**src/rtl/serial_boot_pkg.sv**
```systemverilog
// Shared parser state encoding and frame constants for the serial boot loader.
// SERIAL_BOOT_CHECKSUM_EN adds the CSUM state to the enumeration.
package serial_boot_pkg;

  localparam logic [7:0] MAGIC_DEFAULT = 8'hA5;

  typedef enum logic [2:0] {
    ST_HUNT,
    ST_ADDR,
    ST_LEN,
    ST_DATA,
    ST_WRITE,
`ifdef SERIAL_BOOT_CHECKSUM_EN
    ST_CSUM,
`endif
    ST_FINISH
  } state_t;

endpackage

```
**src/rtl/serial_boot_if.sv**
```systemverilog
// Byte-receive, bus-write and core-control signals of the serial boot loader.
// master = loader side, slave = environment side (UART front end, bus, core).
interface serial_boot_if;
  logic        rxnew;
  logic [7:0]  rxdata;
  logic [31:0] a;
  logic [31:0] d;
  logic        we;
  logic        ready;
  logic        cpu_rst;
  logic        done;
  logic        err;

  modport master (
    input  rxnew, rxdata, ready,
    output a, d, we, cpu_rst, done, err
  );

  modport slave (
    output rxnew, rxdata, ready,
    input  a, d, we, cpu_rst, done, err
  );
endinterface

```
**src/rtl/serial_boot_sync_fifo.sv**
```systemverilog
// Single-clock FIFO with show-ahead read data; push lands on the same edge.
// Push on full is refused unless a pop happens in the same cycle.
module sync_fifo #(
  parameter int WIDTH = 8,
  parameter int DEPTH = 16
) (
  input  logic             clk,
  input  logic             rst,
  input  logic             push,
  input  logic [WIDTH-1:0] wdata,
  input  logic             pop,
  output logic [WIDTH-1:0] rdata,
  output logic             full,
  output logic             empty
);
  localparam int AW = $clog2(DEPTH);

  logic [WIDTH-1:0] mem [DEPTH];
  logic [AW:0]      wr_ptr;
  logic [AW:0]      rd_ptr;
  logic             do_push;
  logic             do_pop;

  // Extra pointer bit distinguishes full from empty when the indices match.
  assign empty   = (wr_ptr == rd_ptr);
  assign full    = (wr_ptr[AW] != rd_ptr[AW]) && (wr_ptr[AW-1:0] == rd_ptr[AW-1:0]);
  assign do_pop  = pop && !empty;
  assign do_push = push && (!full || do_pop);
  assign rdata   = mem[rd_ptr[AW-1:0]];

  always_ff @(posedge clk) begin
    if (rst) begin
      wr_ptr <= '0;
      rd_ptr <= '0;
    end else begin
      if (do_push) wr_ptr <= wr_ptr + 1'b1;
      if (do_pop)  rd_ptr <= rd_ptr + 1'b1;
    end
  end

  always_ff @(posedge clk) begin
    if (do_push) mem[wr_ptr[AW-1:0]] <= wdata;
  end
endmodule

```
**src/rtl/serial_boot.sv**
```systemverilog
// Serial boot loader: parses MAGIC/addr/len/data frames from a byte FIFO into bus writes;
// we rises one cycle after the last byte of a word, holds until ready. SERIAL_BOOT_CHECKSUM_EN adds a trailing XOR byte.
module serial_boot
  import serial_boot_pkg::*;
#(
  parameter int         FIFO_DEPTH = 16,
  parameter logic [7:0] MAGIC      = MAGIC_DEFAULT
) (
  input logic           clk,
  input logic           rst,
  serial_boot_if.master bus
);
`ifdef SERIAL_BOOT_CHECKSUM_EN
  localparam state_t ST_AFTER = ST_CSUM;
  logic [7:0] csum;
`else
  localparam state_t ST_AFTER = ST_FINISH;
`endif

  state_t      state;
  state_t      state_nxt;
  logic [7:0]  fifo_dat;
  logic        fifo_full;
  logic        fifo_empty;
  logic        deq;
  logic        drop;
  logic [31:0] base;
  logic [31:0] len;
  logic [31:0] word;
  logic [31:0] idx;
  logic [1:0]  bcnt;
  logic        cpu_rst_q;
  logic        err_q;
  logic        last_byte;
  logic        last_word;
  logic [31:0] len_shift;

  sync_fifo #(.WIDTH(8), .DEPTH(FIFO_DEPTH)) u_fifo (
    .clk   (clk),
    .rst   (rst),
    .push  (bus.rxnew),
    .wdata (bus.rxdata),
    .pop   (deq),
    .rdata (fifo_dat),
    .full  (fifo_full),
    .empty (fifo_empty)
  );

  assign drop      = bus.rxnew && fifo_full && !deq;
  assign last_byte = (bcnt == 2'd3);
  assign len_shift = {len[23:0], fifo_dat};
  assign last_word = ((idx + 32'd1) == len);

  assign bus.a       = {base[31:2] + idx[29:0], 2'b00};
  assign bus.d       = word;
  assign bus.cpu_rst = cpu_rst_q;
  assign bus.err     = err_q;

  always_ff @(posedge clk) begin
    if (rst) state <= ST_HUNT;
    else     state <= state_nxt;
  end

  always_comb begin
    state_nxt = state;
    deq       = 1'b0;
    bus.we    = 1'b0;
    bus.done  = 1'b0;
    case (state)
      ST_HUNT: begin
        deq = !fifo_empty;
        if (deq && fifo_dat == MAGIC) state_nxt = ST_ADDR;
      end
      ST_ADDR: begin
        deq = !fifo_empty;
        if (deq && last_byte) state_nxt = ST_LEN;
      end
      ST_LEN: begin
        deq = !fifo_empty;
        if (deq && last_byte) state_nxt = (len_shift == 32'd0) ? ST_AFTER : ST_DATA;
      end
      ST_DATA: begin
        deq = !fifo_empty;
        if (deq && last_byte) state_nxt = ST_WRITE;
      end
      ST_WRITE: begin
        bus.we = 1'b1;
        if (bus.ready) state_nxt = last_word ? ST_AFTER : ST_DATA;
      end
`ifdef SERIAL_BOOT_CHECKSUM_EN
      ST_CSUM: begin
        deq = !fifo_empty;
        if (deq) state_nxt = (fifo_dat == csum) ? ST_FINISH : ST_HUNT;
      end
`endif
      ST_FINISH: begin
        bus.done  = 1'b1;
        state_nxt = ST_HUNT;
      end
      default: state_nxt = ST_HUNT;
    endcase
  end

  always_ff @(posedge clk) begin
    if (rst) begin
      base      <= '0;
      len       <= '0;
      word      <= '0;
      idx       <= '0;
      bcnt      <= '0;
      cpu_rst_q <= 1'b1;
      err_q     <= 1'b0;
    end else begin
      if (deq) begin
        case (state)
          ST_HUNT: if (fifo_dat == MAGIC) begin
            bcnt      <= '0;
            idx       <= '0;
            cpu_rst_q <= 1'b1;
          end
          ST_ADDR: begin
            base <= {base[23:0], fifo_dat};
            bcnt <= bcnt + 2'd1;
          end
          ST_LEN: begin
            len  <= len_shift;
            bcnt <= bcnt + 2'd1;
          end
          ST_DATA: begin
            word <= {word[23:0], fifo_dat};
            bcnt <= bcnt + 2'd1;
          end
          default: ;
        endcase
      end
      if (state == ST_WRITE && bus.ready) idx <= idx + 32'd1;
      if (state == ST_FINISH) cpu_rst_q <= 1'b0;
      if (drop) err_q <= 1'b1;
`ifdef SERIAL_BOOT_CHECKSUM_EN
      if (state == ST_CSUM && deq && fifo_dat != csum) err_q <= 1'b1;
`endif
    end
  end

`ifdef SERIAL_BOOT_CHECKSUM_EN
  // Running XOR over every byte after MAGIC up to the checksum byte itself.
  always_ff @(posedge clk) begin
    if (rst) begin
      csum <= '0;
    end else if (deq) begin
      if (state == ST_HUNT && fifo_dat == MAGIC) csum <= '0;
      else if (state == ST_ADDR || state == ST_LEN || state == ST_DATA) csum <= csum ^ fifo_dat;
    end
  end
`endif
endmodule

```
**src/flat_wrapper.sv**
```systemverilog
// flat-port wrapper written by rule: the top's interface ports become plain ports
module serial_boot_flat import serial_boot_pkg::*;
#(
  parameter int         FIFO_DEPTH = 16,
  parameter logic [7:0] MAGIC      = MAGIC_DEFAULT
)
  (clk, rst, bus_rxnew, bus_rxdata, bus_ready, bus_a, bus_d, bus_we, bus_cpu_rst, bus_done, bus_err);
  serial_boot_if bus_i ();
  input logic clk;
  input logic rst;
  input wire logic [$bits(bus_i.rxnew)-1:0] bus_rxnew;
  input wire logic [$bits(bus_i.rxdata)-1:0] bus_rxdata;
  input wire logic [$bits(bus_i.ready)-1:0] bus_ready;
  output wire logic [$bits(bus_i.a)-1:0] bus_a;
  output wire logic [$bits(bus_i.d)-1:0] bus_d;
  output wire logic [$bits(bus_i.we)-1:0] bus_we;
  output wire logic [$bits(bus_i.cpu_rst)-1:0] bus_cpu_rst;
  output wire logic [$bits(bus_i.done)-1:0] bus_done;
  output wire logic [$bits(bus_i.err)-1:0] bus_err;
  assign bus_i.rxnew = bus_rxnew;
  assign bus_i.rxdata = bus_rxdata;
  assign bus_i.ready = bus_ready;
  assign bus_a = bus_i.a;
  assign bus_d = bus_i.d;
  assign bus_we = bus_i.we;
  assign bus_cpu_rst = bus_i.cpu_rst;
  assign bus_done = bus_i.done;
  assign bus_err = bus_i.err;
  serial_boot #(.FIFO_DEPTH(FIFO_DEPTH), .MAGIC(MAGIC)) u_core (.clk(clk), .rst(rst), .bus(bus_i));
endmodule
```
**config.mk**
```make
export PLATFORM = sky130hd
export DESIGN_NAME = serial_boot_flat
export DESIGN_NICKNAME = d
export VERILOG_FILES = /design/src/rtl/serial_boot_pkg.sv /design/src/rtl/serial_boot_if.sv /design/src/rtl/serial_boot_sync_fifo.sv /design/src/rtl/serial_boot.sv /design/src/flat_wrapper.sv
export SDC_FILE = /design/constraint.sdc
export NUM_CORES = 1
export LEC_CHECK = 0
export CORE_MARGIN = 2
export CORE_UTILIZATION = 24
export CTS_BUF_LIST = sky130_fd_sc_hd__clkbuf_16
export CTS_CLUSTER_SIZE = 24
export DETAILED_ROUTE_END_ITERATION = 10
export PLACE_DENSITY = 0.4
export SLEW_MARGIN = 10
export SYNTH_ARGS = -nofsm -noshare
export SYNTH_HDL_FRONTEND = slang
export SYNTH_HIERARCHICAL = 1
export SYNTH_SLANG_ARGS = --single-unit
export TNS_END_PERCENT = 50
```
**constraint.sdc**
```tcl
create_clock -name clk -period 4.45 [get_ports clk]
set_input_delay 0.89 -clock clk [delete_from_list [all_inputs] [get_ports clk]]
set_output_delay 0.89 -clock clk [all_outputs]
set_load 0.005 [all_outputs]
```
# Word level (Yosys, flattened, before mapping)

Memory sizes are Yosys's and may differ from the RTL's. A register that Yosys moved wholly into a read port is not among the register bits.
Cells that the tools add are included.

Reduce and logical (&&, ||, !) cells: 30
Add/subtract/negate cells: 5
Bitwise gates (word level): 0
Div/mod/pow operators: 0
Shift-type cells: 0
Magnitude comparators: 0
Muxes and demuxes: 25
Equal/unequal tests: 17
Multiply operators: 0

Operators by type and width:

| cell                                                                   | number |
|---|---|
| 32-bit two-way mux                                                     | 4 |
| 32-bit by 1-bit adder with 32-bit output (second input constant)       | 1 |
| 32-bit equality test                                                   | 1 |
| 32-bit zero test                                                       | 1 |
| 30-bit adder                                                           | 1 |
| 3-bit two-way mux                                                      | 7 |
| 3-bit case mux with 5 select lines                                     | 1 |
| 2-bit nonzero test                                                     | 7 |
| 5-bit by 1-bit adder with 5-bit output (second input constant)         | 2 |
| 2-bit by 1-bit != test with 1-bit output (second input constant)       | 5 |
| 1-bit two-way mux                                                      | 9 |
| 3-bit AND reduction                                                    | 3 |
| 8-bit equality test (second input constant)                            | 1 |
| 1-bit logical AND                                                      | 8 |
| 4-bit two-way mux                                                      | 2 |
| 3-bit by 2-bit equality test with 1-bit output (second input constant) | 2 |
| 3-bit equality test (second input constant)                            | 2 |
| 2-bit AND reduction                                                    | 3 |
| 5-bit equality test                                                    | 1 |
| 5-bit AND reduction                                                    | 1 |
| 4-bit equality test                                                    | 1 |
| 2-bit case mux with 2 select lines                                     | 1 |
| 4-bit OR reduction                                                     | 1 |
| 3-bit by 1-bit equality test with 1-bit output (second input constant) | 1 |
| other kinds (9)                                                        | 11 |

Bits in latches: 0
Register bits: 145
Word-level logic and storage cells: 88
Memory bits (read-only): 0
Memories kept: 1
Input port bits: 12
RAM bits: 128

Memory list:

| memory            | depth | width | read ports | clocked after Yosys merged registers in | wr ports | RTL line                    | RTL |
|---|---|---|---|---|---|---|---|
| u_core.u_fifo.mem | 16    | 8     | 1          | 1                                       | 1        | serial_boot_sync_fifo.sv:18 | `logic [WIDTH-1:0] mem [DEPTH];` |

# Longest topological paths before layout

Gate-level depths: netlist of run 1.

Word-level depth: 8
Gate-level depth with buffers: 12
Depth with buffers taken out: 12

# Modules after synthesis

The synthesis of run 1 kept the hierarchy.

By module, submodules not included:

| module      | times used | area each (sq um) | cells an instance | sequential area each (sq um) |
|---|---|---|---|---|
| serial_boot | 1          | 7822.5            | 1054              | 2702.6 |
| sync_fifo   | 1          | 5736.8            | 265               | 4124.0 |

# Least setup slack after synthesis of run 1

No wires, ideal clock.

Path type: reg-to-output
Start: register u_core.idx[0]
End: output port bus_a[30]
Slack: 0.933 ns
Arrival: 2.627 ns
Required time: 3.560 ns
Path buffers: 0
Cell stages (with the launch flop): 13
Path through: dfxtp_1 ha_1 inv_1 fa_1 nor2b_1 o31a_1 o31ai_2 o31a_1 o22ai_1 o221ai_1 o21ai_0 o41ai_1 xnor2_1

Word-level cells in the longest chain between the ends: 1

Ends and longest elaborated chain:

| item                   | RTL line           | RTL |
|---|---|---|
| start, declared        | serial_boot.sv:30  | `logic [31:0] idx;` |
| start signal, assigned | serial_boot.sv:136 | `if (state == ST_WRITE && bus.ready) idx <= idx + 32'd1;` |
| 30-bit adder           | serial_boot.sv:54  | `assign bus.a = {base[31:2] + idx[29:0], 2'b00};` |
| end, declared          | flat_wrapper.sv:14 | `output wire logic [$bits(bus_i.a)-1:0] bus_a;` |

Every way passes these cells.

# Worst setup path after layout of run 1

Start: register u_core.base[2]
End: output port bus_a[30]

Word-level cells in the longest chain between the ends: 1

Ends and longest elaborated chain:

| item                   | RTL line           | RTL |
|---|---|---|
| start, declared        | serial_boot.sv:27  | `logic [31:0] base;` |
| start signal, assigned | serial_boot.sv:122 | `base <= {base[23:0], fifo_dat};` |
| 30-bit adder           | serial_boot.sv:54  |  |

Every way passes these cells.

==> results of run 1 <==
## power groups by stage
stage | clock network (uW) | logic, uW | registers [uW]
final | 2700 | 630 | 2730
after global placement | 0 | 639 | 2790
after global routing | 2890 | 681 | 2740
after detailed placement | 0 | 645 | 2790
after floorplan | 0 | 418 | 2770
after CTS | 2800 | 648 | 2730
## area by class of cell
cell class / instances / share of cell area
Clock buffer: 35 / 0.05320
Multi-Input combinational cell: 939 / 0.3864
Clock inverter: 29 / 0.01322
Sequential cell: 277 / 0.4149
Inverter: 21 / 0.004788
Tap cell: 756 / 0.05745
Timing Repair Buffer: 123 / 0.07007
## path summary, 6_finish.rpt
check	startpoint	to	slack [ns]	cells past startpoint
max	u_core/base[2]	bus_a[30]	0.16	13
min	u_core/bus.d[24]	u_core/bus.d[24]	0.46	2
max reg2reg	register	u_core/idx[30]	0.37	10
min reg2reg	u_core/bus.d[24]	u_core/bus.d[24]	0.46	2
## worst max-delay path: stages (launching register included)
cell and delay (ns):
dfxtp_2 0.33, ha_2 0.19, inv_1 0.07, fa_2 0.22, nor2b_2 0.05, o31a_1 0.28
o31ai_2 0.24, o31a_1 0.31, o22ai_2 0.15, o221ai_2 0.22, o21ai_2 0.11, o41ai_2 0.31
xnor2_1 0.16, clkdlybuf4s15_1 0.22
## what timing repair did
item                                    4_1_cts  5_1_grt
endpoints found under the setup margin        9        7
pin swaps                                    13        7
hold buffers                                  0        0
gates resized for setup                      24        9
setup buffers                                 5        0
hold endpoints to repair                      0        0
## per-layer routing
metal | share of wire | wire length (microns) | global-route usage | vias up
met5 | 0 | 0 | 0 | -
met4 | 0.024 | 934 | 0.04375 | 0
met3 | 0.038 | 1481 | 0.02275 | 52
met2 | 0.50 | 19590 | 0.2316 | 170
met1 | 0.44 | 16990 | 0.1665 | 4857
li1 | - | - | - | 4933
## flip-flops by register name, indices dropped and copies added (netlist names), named ones only
register,count
u_core/idx,32
u_core/base,32
u_core/state,3
u_core/bcnt,2
u_core/bus.cpu_rst,1
u_core/u_fifo/mem,128
u_core/bus.d,32
u_core/len,32
u_core/u_fifo/rd_ptr,5
u_core/u_fifo/wr_ptr,5
u_core/bus.err,1
## logic make-up (layout without fill, tap and decap cells)
family / count (synthesis) / in the layout / share of synthesized area
flip-flops: 277 / 277 / 0.5035
adder cells (fa/ha/maj): 37 / 37 / 0.03470
XOR/XNOR: 82 / 82 / 0.05352
multiplexers: 49 / 49 / 0.08222
AO/OA/AOI/OAI: 266 / 266 / 0.1138
AND/OR/NAND/NOR: 503 / 503 / 0.1778
other: 1 / 2 / 0.0002766
buffers and inverters: 104 / 208 / 0.03423
## cells in the final DEF (no fill, tap or decap), drive strengths merged, types with 19 or more instances in the layout
cell           instances
nor2                  92
ha                    36
xor2                  25
nand2                238
buf                   47
xnor2                 57
nor4                  22
inv                   31
dfxtp                149
mux4                  40
edfxtp               128
o21ai                 39
a21oi                157
clkdlybuf4s50         68
nor3                  19
nand3                 30
clkbuf                35
## stage by stage
step                setup TNS [ns]  instance area [sq um]  hold slack, ns
floorplan                        0                  13560          0.4321
CTS                              0                  16440          0.4613
global placement                 0                  15240          0.4456
detailed placement               0                  15240          0.4527
global route               -0.1301                  16460          0.4706
finish                           0                  16460          0.4582
==> metrics.cfg, run 1 <==
[setup_path]
worstPathMaxFanout=4
critPathKind=reg -> out
critPathLaunchType=register
critPathCaptureType=output pin
critPathArrivalTime_ns=3.40
required_ns=3.56

[drt]
totalWireLength_microns=39000
num_vias=10010
wire_per_inst_microns=17.89
drtPass1Iterations=5
via_per_inst=4.593
antenna_left=0
drt_iter0_drc=578
drc=0

[yosys]
netlist_area_sq_um=13560
yosysMostFrequentCell=nand2_1
synth_area_leaders=edfxtp_1 (28%), dfxtp_1 (22%), nand2_1 (6.6%)
yosysWarnings=6
synth_edf_count=128
seq_area_frac_synth=0.5035
synth_cells=1319
synthArstFlopShare=0
ys_top_cells_by_count=nand2_1 (238), a21oi_1 (157), dfxtp_1 (149)
syn_area_per_cell_sq_um=10.28
ys.flop_type=dfxtp_1
yosysUniqueCellTypes=77
yosysTopAreaCellShare=0.2835
ys_ff_latch=277
synth_area_leader_cell=edfxtp_1

[cells_and_area]
fin_cells=2180
final_nets=1446
drive_above_1_share=0.1011
multiInputGateArea_sq_um=6361
syn2layout_area_growth_pct=21.43
n_antenna_cell=0
fillers=5916
seqCellArea_sq_um=6832
fin_util=0.2931

[power]
seqPwrFrac=0.451
power_uw=6064
ir_drop_mv=0.2930
intPower_uw=4522
p_per_area_nw_per_um2=368.3
power_frac_clock=0.446
comb_power_share=0.104
p_sw_frac=0.2542
p_sw_uw=1541
p_leak_uw=0.005703

[global_routing]
antenna_found_initial=0
grt_start_max_net_pins=77
grt_pass1_vias=10020
grtUsageTotal=0.1330
overflow=0
grt_pass1_wl_microns=60640

[clock_tree]
numCtsBuffers=35
path_clk_slew_ns=0.06
ctsHtreeMaxLevel=2
cts_sinks=277
cts_root_buffer=clkbuf_16
insertion_delay_ns=0.55
cts_buffer_depth=3
tritoncts=done

[placed_design]
post-place-ws_ns=0.07201
port_buffers=77
dp_hpwl_microns=27410
gp_congestion=0.7807
numPlacedInstances=2111

[timing]
finClkSkew_ns=0.01750
period_share=0.9640
hold_viol=0
fin_ws_ns=0.1603
drv_slew=0
achievable-frequency_mhz=233.1
setup_viol=0
finalCriticalPeriod_ns=4.290
rsz0062_at_grt=true
worst_slew_pin_slew_ns=0.9179
worst_slew_margin_rel=0.3881

[floorplan]
die_h_microns=241.7
rows=87
die-area_sq_um=58410
start_util=0.2414
ioPinCount=80
die_w_microns=241.7
coreArea_sq_um=56170

[min_path]
hp-class=reg -> reg

[outcome]
status=finished clean

[job]
drv_cap=0

No activity file was read; power rests on OpenSTA's default activity.
==> run 2, diff against run 1 <==
--- a/config.mk
+++ b/config.mk
@@ -10,7 +10,8 @@
 export CTS_BUF_LIST = sky130_fd_sc_hd__clkbuf_16
 export CTS_CLUSTER_SIZE = 24
 export DETAILED_ROUTE_END_ITERATION = 10
-export PLACE_DENSITY = 0.4
+export DONT_BUFFER_PORTS = 1
+export PLACE_DENSITY = 0.38
 export SLEW_MARGIN = 10
 export SYNTH_ARGS = -nofsm -noshare
 export SYNTH_HDL_FRONTEND = slang
==> run 2 against run 1 <==
Final cell count decreased by 4.4%; total power decreased by 1.2%; critical endpoint is now bus_a[31]; highest routed layer unchanged; register-to-register slack improved by 0.30 ns; critical path depth decreased by 3; flip-flop and latch count unchanged.
==> metrics.cfg, run 2 (synthesis results as in run 1) <==
[outcome]
status=finished clean  ; unchanged

[setup_path]
r2r_end=u_core/idx[30]  ; unchanged
critPathKind=reg -> out  ; unchanged
worstPathMaxFanout=9  ; was 4
critPathLaunchType=register  ; unchanged
critPathCaptureType=output pin  ; unchanged
critPathArrivalTime_ns=3.37  ; was 3.40 ns
startpoint=u_core/idx[18]  ; was u_core/base[2]
required_ns=3.56  ; about the same
r2r_slack_ns=0.67  ; was 0.37 ns
reg2regPathDepth=10  ; unchanged

[cells_and_area]
largest_reg_flops=128  ; unchanged
layout_common_cells=nand2_1 (238), a21oi_1 (157), dfxtp_1 (146)  ; was nand2_1 (238), a21oi_1 (153), dfxtp_1 (145)
n_antenna_cell=0  ; unchanged
syn2layout_area_growth_pct=14.34  ; was 21.43%
final_common_cell=nand2_1  ; unchanged
drive_above_1_share=0.08653  ; was 0.1011
final_nets=1353  ; was 1446
fillers=5983  ; was 5916

[min_path]
whs_path_depth=0  ; was 2
hp-start=bus_rxdata[5]  ; was u_core/bus.d[24]
hold_end=u_core/u_fifo/mem[8][5]  ; was u_core/bus.d[24]
hp-class=in -> reg  ; was reg -> reg

[placed_design]
dp_hpwl_microns=27310  ; was 27410 microns
port_buffers=0  ; was 77
gp_congestion=0.8159  ; was 0.7807

[timing]
finalCriticalPeriod_ns=4.256  ; was 4.290 ns
setup_viol=0  ; unchanged
drv_slew=0  ; unchanged
rsz0062_at_grt=false  ; was true
finClkSkew_ns=0.01259  ; was 0.01750 ns
setup_tns_ns=0  ; unchanged
hold_viol=0  ; unchanged
period_share=0.9564  ; was 0.9640
achievable-frequency_mhz=235.0  ; was 233.1 MHz
worst_slew_margin_rel=0.2241  ; was 0.3881
worst_slew_pin_slew_ns=1.164  ; was 0.9179 ns

[drt]
antenna_left=0  ; unchanged
drt_iter0_drc=718  ; was 578
wire_per_inst_microns=18.31  ; was 17.89 microns
num_vias=9589  ; was 10010
totalWireLength_microns=38180  ; was 39000 microns
drc=0  ; unchanged
via_per_inst=4.599  ; was 4.593
drtPass1Iterations=8  ; was 5

[clock_tree]
cts_buffer_depth=3  ; unchanged
ctsHoldBuffers=0  ; unchanged
cts_root_buffer=clkbuf_16  ; unchanged
numCtsBuffers=35  ; unchanged
insertion_delay_ns=0.54  ; was 0.55 ns
tritoncts=done  ; unchanged
cts_sinks=277  ; unchanged
path_clk_slew_ns=0.05  ; was 0.06 ns
ctsHtreeMaxLevel=2  ; unchanged

[floorplan]
die_w_microns=241.7  ; unchanged
ioPinCount=80  ; unchanged
die_h_microns=241.7  ; unchanged
coreArea_sq_um=56170  ; unchanged
start_util=0.2414  ; unchanged
die-area_sq_um=58410  ; unchanged
rows=87  ; unchanged

[global_routing]
grt_pass1_wl_microns=59320  ; was 60640 microns
overflow=0  ; unchanged
grt_start_max_net_pins=148  ; was 77
antenna_found_initial=0  ; unchanged
grt_pass1_vias=9753  ; was 10020
grtUsageTotal=0.1299  ; was 0.1330

[power]
p_leak_uw=0.005276  ; was 0.005703 uW
ir_drop_mv=0.3083  ; was 0.2930 mV
p_per_area_nw_per_um2=386.4  ; was 368.3 nW/um^2
power_uw=5990  ; was 6064 uW

[job]
drv_cap=0  ; unchanged

[run 2: cell count changes in the layout (fill, tap and decap cells not counted), sizes merged, moves of 3 or more]
cell           delta
dlygate4sd2       -4
dlymetal6s2s      -3
buf              -17
clkinv            -3
clkdlybuf4s50    -68
[run 2: power by group]
group	total (uW)	switching, uW	internal (uW)
logic	533	302	230
clock network	2720	1110	1610
registers	2730	33.1	2700
[run 2: layer usage]
metal	vias to the layer above	global-route usage	wire length, microns
li1	4753	-	-
met1	4632	0.1573	16610
met2	156	0.2327	19320
met3	48	0.02586	1500
met4	0	0.03704	737
met5	-	0	0
[run 2: repair_timing]
item / 4_1_cts / 5_1_grt
resized for setup: 2 / 7
endpoints found under the setup margin: 1 / 5
pin swaps: 0 / 0
setup buffers: 0 / 0
[run 2: worst max path at each step]
stage	end	slack, ns	depth (start not counted)
2_1_floorplan	bus_a[30]	0.93	12
3_3_place_gp	bus_a[30]	0.51	12
3_5_place_dp	bus_a[30]	0.54	12
4_1_cts	bus_a[31]	0.007	9
5_1_grt	bus_a[20]	0.009	12
6_report	bus_a[31]	0.19	10
[run 2: area by class of cell]
cell class / count / area, sq um / share of cell area
clock buffers: 35 / 875.8 / 0.05649
clock inverters: 27 / 216.5 / 0.01396
inverters: 21 / 78.83 / 0.005084
multi-input cells: 939 / 6306 / 0.4067
flip-flops and latches: 277 / 6830 / 0.4406
well taps: 756 / 945.9 / 0.06101
repair buffers: 30 / 250.2 / 0.01614
[run 2: worst max-delay path, stage by stage (launching register included)]
cell and delay (ns):
dfxtp_1 0.50, ha_1 0.39, a21o_1 0.22, a21oi_1 0.29, nor2b_1 0.19, a41oi_1 0.06
o2111a_1 0.24, o31ai_2 0.38, o2111ai_1 0.19, a21oi_1 0.20, xnor2_1 0.16
[run 2: per-stage QoR]
step,util,area [sq um],worst slack (ns),hold WS (ns),instances
after floorplan,-,13560,0.9326,0.4321,1320
after global routing,0.2760,15500,0.008698,0.4131,2085
final,0.2760,15500,0.1942,0.4445,2085
after CTS,0.2756,15480,0.006722,0.4090,2085
after global placement,0.2560,14380,0.5050,0.4369,2023
after detailed placement,0.2560,14380,0.5377,0.4476,2023
==> run 3, diff against run 2 <==
--- a/config.mk
+++ b/config.mk
@@ -5,6 +5,8 @@
 export SDC_FILE = /design/constraint.sdc
 export NUM_CORES = 1
 export LEC_CHECK = 0
+export ABC_AREA = 1
+export CORE_ASPECT_RATIO = 0.9
 export CORE_MARGIN = 2
 export CORE_UTILIZATION = 24
 export CTS_BUF_LIST = sky130_fd_sc_hd__clkbuf_16
@@ -15,6 +17,5 @@
 export SLEW_MARGIN = 10
 export SYNTH_ARGS = -nofsm -noshare
 export SYNTH_HDL_FRONTEND = slang
-export SYNTH_HIERARCHICAL = 1
 export SYNTH_SLANG_ARGS = --single-unit
 export TNS_END_PERCENT = 50
==> run 3 against run 2 <==
Register-to-register slack better by 0.19 ns; sequential power is 11% higher; critical path depth grew 2; synthesized area increased by 4.2%; cell area rose by 3.4%; clock power grew 2%; combinational power grew 120%; global-route usage rose by 1.1 points; final cell count is 22% higher; sequential share of layout area decreased by 1.4 points; flip-flop and latch count stayed put; core utilization fell by 0.12 points; critical path type unchanged.
==> metrics.cfg, run 3 <==
[outcome]
status=finished clean  ; unchanged

[setup_path]
crit_path_max_incr_delay_ns=0.45  ; was 0.50 ns
critPathArrivalTime_ns=3.34  ; was 3.37 ns
cpMostUsedCell=a21oi_1  ; unchanged
critPathLaunchType=register  ; unchanged
cp_cell_sequence=ha_1, inv_1, fa_1, o21ai_1, a21oi_1, o21ai_2, nand2_1, nand2_1, a21oi_1, o21ai_0, a21oi_1, xnor2_1  ; was ha_1, a21o_1, a21oi_1, nor2b_1, a41oi_1, o2111a_1, o31ai_2, o2111ai_1, a21oi_1, xnor2_1
critPathCaptureType=output pin  ; unchanged
worstPathMaxFanout=7  ; was 9
required_ns=3.56  ; about the same
slowest_stage=dfxtp_1  ; unchanged
critPathKind=reg -> out  ; unchanged

[clock_tree]
cts_buffer_depth=3  ; unchanged
insertion_delay_ns=0.55  ; was 0.54 ns
cts_root_buffer=clkbuf_16  ; unchanged
cts_sinks=277  ; unchanged
ctsHoldBuffers=0  ; unchanged
cts_resized=0  ; was 2
tritoncts=done  ; unchanged
cts_setup_buffers=0  ; unchanged
ctsHtreeMaxLevel=2  ; unchanged
numCtsBuffers=37  ; was 35
path_clk_slew_ns=0.06  ; was 0.05 ns

[placed_design]
port_buffers=0  ; unchanged
gp_congestion=0.8186  ; was 0.8159
dp_hpwl_microns=30630  ; was 27310 microns
numPlacedInstances=2479  ; was 2023

[cells_and_area]
final_common_cell=nand2_1  ; unchanged
drive_above_1_share=0.06264  ; was 0.08653
fin_cells=2546  ; was 2085
syn2layout_area_growth_pct=13.42  ; was 14.34%
fin_util=0.2748  ; was 0.2760
n_antenna_cell=0  ; unchanged
final_nets=1793  ; was 1353
layout_common_cells=nand2_1 (307), nor2_1 (212), inv_1 (209)  ; was nand2_1 (238), a21oi_1 (157), dfxtp_1 (146)
largest_reg_flops=128  ; unchanged

[power]
p_per_area_nw_per_um2=436.6  ; was 386.4 nW/um^2
seqPwrFrac=0.432  ; was 0.456
p_sw_frac=0.3170  ; was 0.2416
intPower_uw=4779  ; was 4543 uW
p_sw_uw=2218  ; was 1447 uW
p_leak_uw=0.006388  ; was 0.005276 uW
power_frac_clock=0.397  ; was 0.455
ir_drop_mv=0.2471  ; was 0.3083 mV
power_uw=6998  ; was 5990 uW
comb_power_share=0.170  ; was 0.089

[yosys]
ys_ff_latch=277  ; unchanged
seq_area_frac_synth=0.4830  ; was 0.5035
yosysUniqueCellTypes=48  ; was 77
synth_edf_count=128  ; unchanged
ys.flop_type=dfxtp_1  ; unchanged
synth_area_leaders=edfxtp_1 (27%), dfxtp_1 (21%), nand2_1 (8.2%)  ; was edfxtp_1 (28%), dfxtp_1 (22%), nand2_1 (6.6%)
synth_cells=1761  ; was 1319
synth_area_leader_cell=edfxtp_1  ; unchanged
synthArstFlopShare=0  ; unchanged
ys_top_cells_by_count=nand2_1 (307), nor2_1 (213), inv_1 (198)  ; was nand2_1 (238), a21oi_1 (157), dfxtp_1 (149)
yosysTopAreaCellShare=0.2720  ; was 0.2835
yosysWarnings=0  ; was 6
yosysMostFrequentCell=nand2_1  ; unchanged
syn_area_per_cell_sq_um=8.025  ; was 10.28 sq um
netlist_area_sq_um=14130  ; was 13560 sq um

[timing]
finalCriticalPeriod_ns=4.235  ; was 4.256 ns
setup_tns_ns=0  ; unchanged
setup_viol=0  ; unchanged
achievable-frequency_mhz=236.1  ; was 235.0 MHz
hold_viol=0  ; unchanged
period_share=0.9517  ; was 0.9564
worst_slew_margin_rel=0.2284  ; was 0.2241
rsz0062_at_grt=false  ; unchanged
whs_ns=0.4159  ; was 0.4445 ns
worst_slew_pin_slew_ns=1.153  ; was 1.164 ns
drv_slew=0  ; unchanged
finClkSkew_ns=0.02281  ; was 0.01259 ns

[drt]
totalWireLength_microns=43400  ; was 38180 microns
antenna_left=0  ; unchanged
drtPass1Iterations=5  ; was 8
via_per_inst=4.507  ; was 4.599
num_vias=11470  ; was 9589
drc=0  ; unchanged
drt_iter0_drc=774  ; was 718
wire_per_inst_microns=17.05  ; was 18.31 microns

[floorplan]
ioPinCount=80  ; unchanged
die_h_microns=234.2  ; was 241.7 microns
die_w_microns=259.8  ; was 241.7 microns
coreArea_sq_um=58330  ; was 56170 sq um
die-area_sq_um=60840  ; was 58410 sq um
start_util=0.2423  ; was 0.2414
rows=84  ; was 87

[global_routing]
overflow=0  ; unchanged
grt_pass1_vias=10710  ; was 9753
antenna_found_initial=0  ; unchanged
grt_pass1_wl_microns=65890  ; was 59320 microns
grt_start_max_net_pins=107  ; was 148
grtUsageTotal=0.1413  ; was 0.1299

[min_path]
hp-class=in -> reg  ; unchanged

[job]
drv_cap=0  ; unchanged

==> run 3: cell count changes after synthesis, moves of 12 or more <==
cell / previous run / this run
nand2_1: 238 / 307
nor4_1: 16 / 2
xnor2_1: 56 / 14
nor2_1: 91 / 213
o211ai_1: 4 / 33
o21ai_0: 38 / 138
nor2b_1: 13 / 0
nand3_1: 29 / 175
and2_1: 12 / 0
inv_1: 21 / 198
nand2_2: 0 / 12
mux4_1: 32 / 0
clkbuf_1: 62 / 39
and3_1: 18 / 1
==> run 3: worst max-delay path: cells and delay by family (launching register included) <==
family                   cells  cell delay [ns]
AO/OA/AOI/OAI                6             1.16
adder cells (fa/ha/maj)      2             0.63
flip-flops                   1             0.45
AND/OR/NAND/NOR              2             0.30
XOR/XNOR                     1             0.20
buffers and inverters        1             0.06
==> run 3: kinds of logic after synthesis <==
| kind of cell | after synthesis | share of synthesized area |
|---|---|---|
| other | 1 | 0.0002653 |
| AOI/OAI and AO/OA | 370 | 0.1422 |
| xor gates and xnor gates | 37 | 0.02488 |
| DFF | 277 | 0.4830 |
| adders and majority gates | 37 | 0.03329 |
| and+or+nand+nor | 765 | 0.2393 |
| buffers and inverters | 274 | 0.07702 |
==> run 3: power by group through the flow <==
stage / logic, uW / clock network [uW] / registers [uW]
floorplan: 997 / 0 / 2880
global placement: 1210 / 0 / 3080
detailed placement: 1220 / 0 / 3080
CTS: 1220 / 2870 / 3030
global route: 1360 / 2960 / 3060
finish: 1190 / 2780 / 3030
==> run 3: area by class of cell <==
class                   instances  area, sq um
clock buffers                  38        950.9
clock inverters                29        170.2
fillers                      6298        42300
inverters                     205        769.5
multi-input cells            1211         6223
flip-flops and latches        277         6832
well taps                     774        968.4
repair buffers                 12        115.1
==> run 3: layer usage <==
metal / track usage / vias to the layer above / wire (microns)
li1: - / 5866 / -
met2: 0.2058 / 211 / 17830
met5: 0 / - / 0
met1: 0.2113 / 5351 / 22700
met3: 0.02605 / 46 / 2146
met4: 0.03825 / 0 / 724
==> run 3: worst paths after layout <==
path / from / end / slack (ns) / cells after the start
max: u_core.idx[0] / bus_a[28] / 0.22 / 12
min: rst / u_core.idx[12] / 0.42 / 1
max reg2reg: register / u_core.idx[0] / 0.86 / 13
min reg2reg: u_core.bcnt[1] / u_core.bcnt[1] / 0.47 / 2
==> run 3: per-stage QoR <==
| step | area (sq um) | setup WS, ns |
|---|---|---|
| 2_1_floorplan | 14140 | 1.272 |
| 3_3_place_gp | 14910 | 0.8368 |
| 3_5_place_dp | 14910 | 0.8080 |
| 4_1_cts | 16030 | 0.1786 |
| 5_1_grt | 16030 | 0.009045 |
| 6_report | 16030 | 0.2151 |
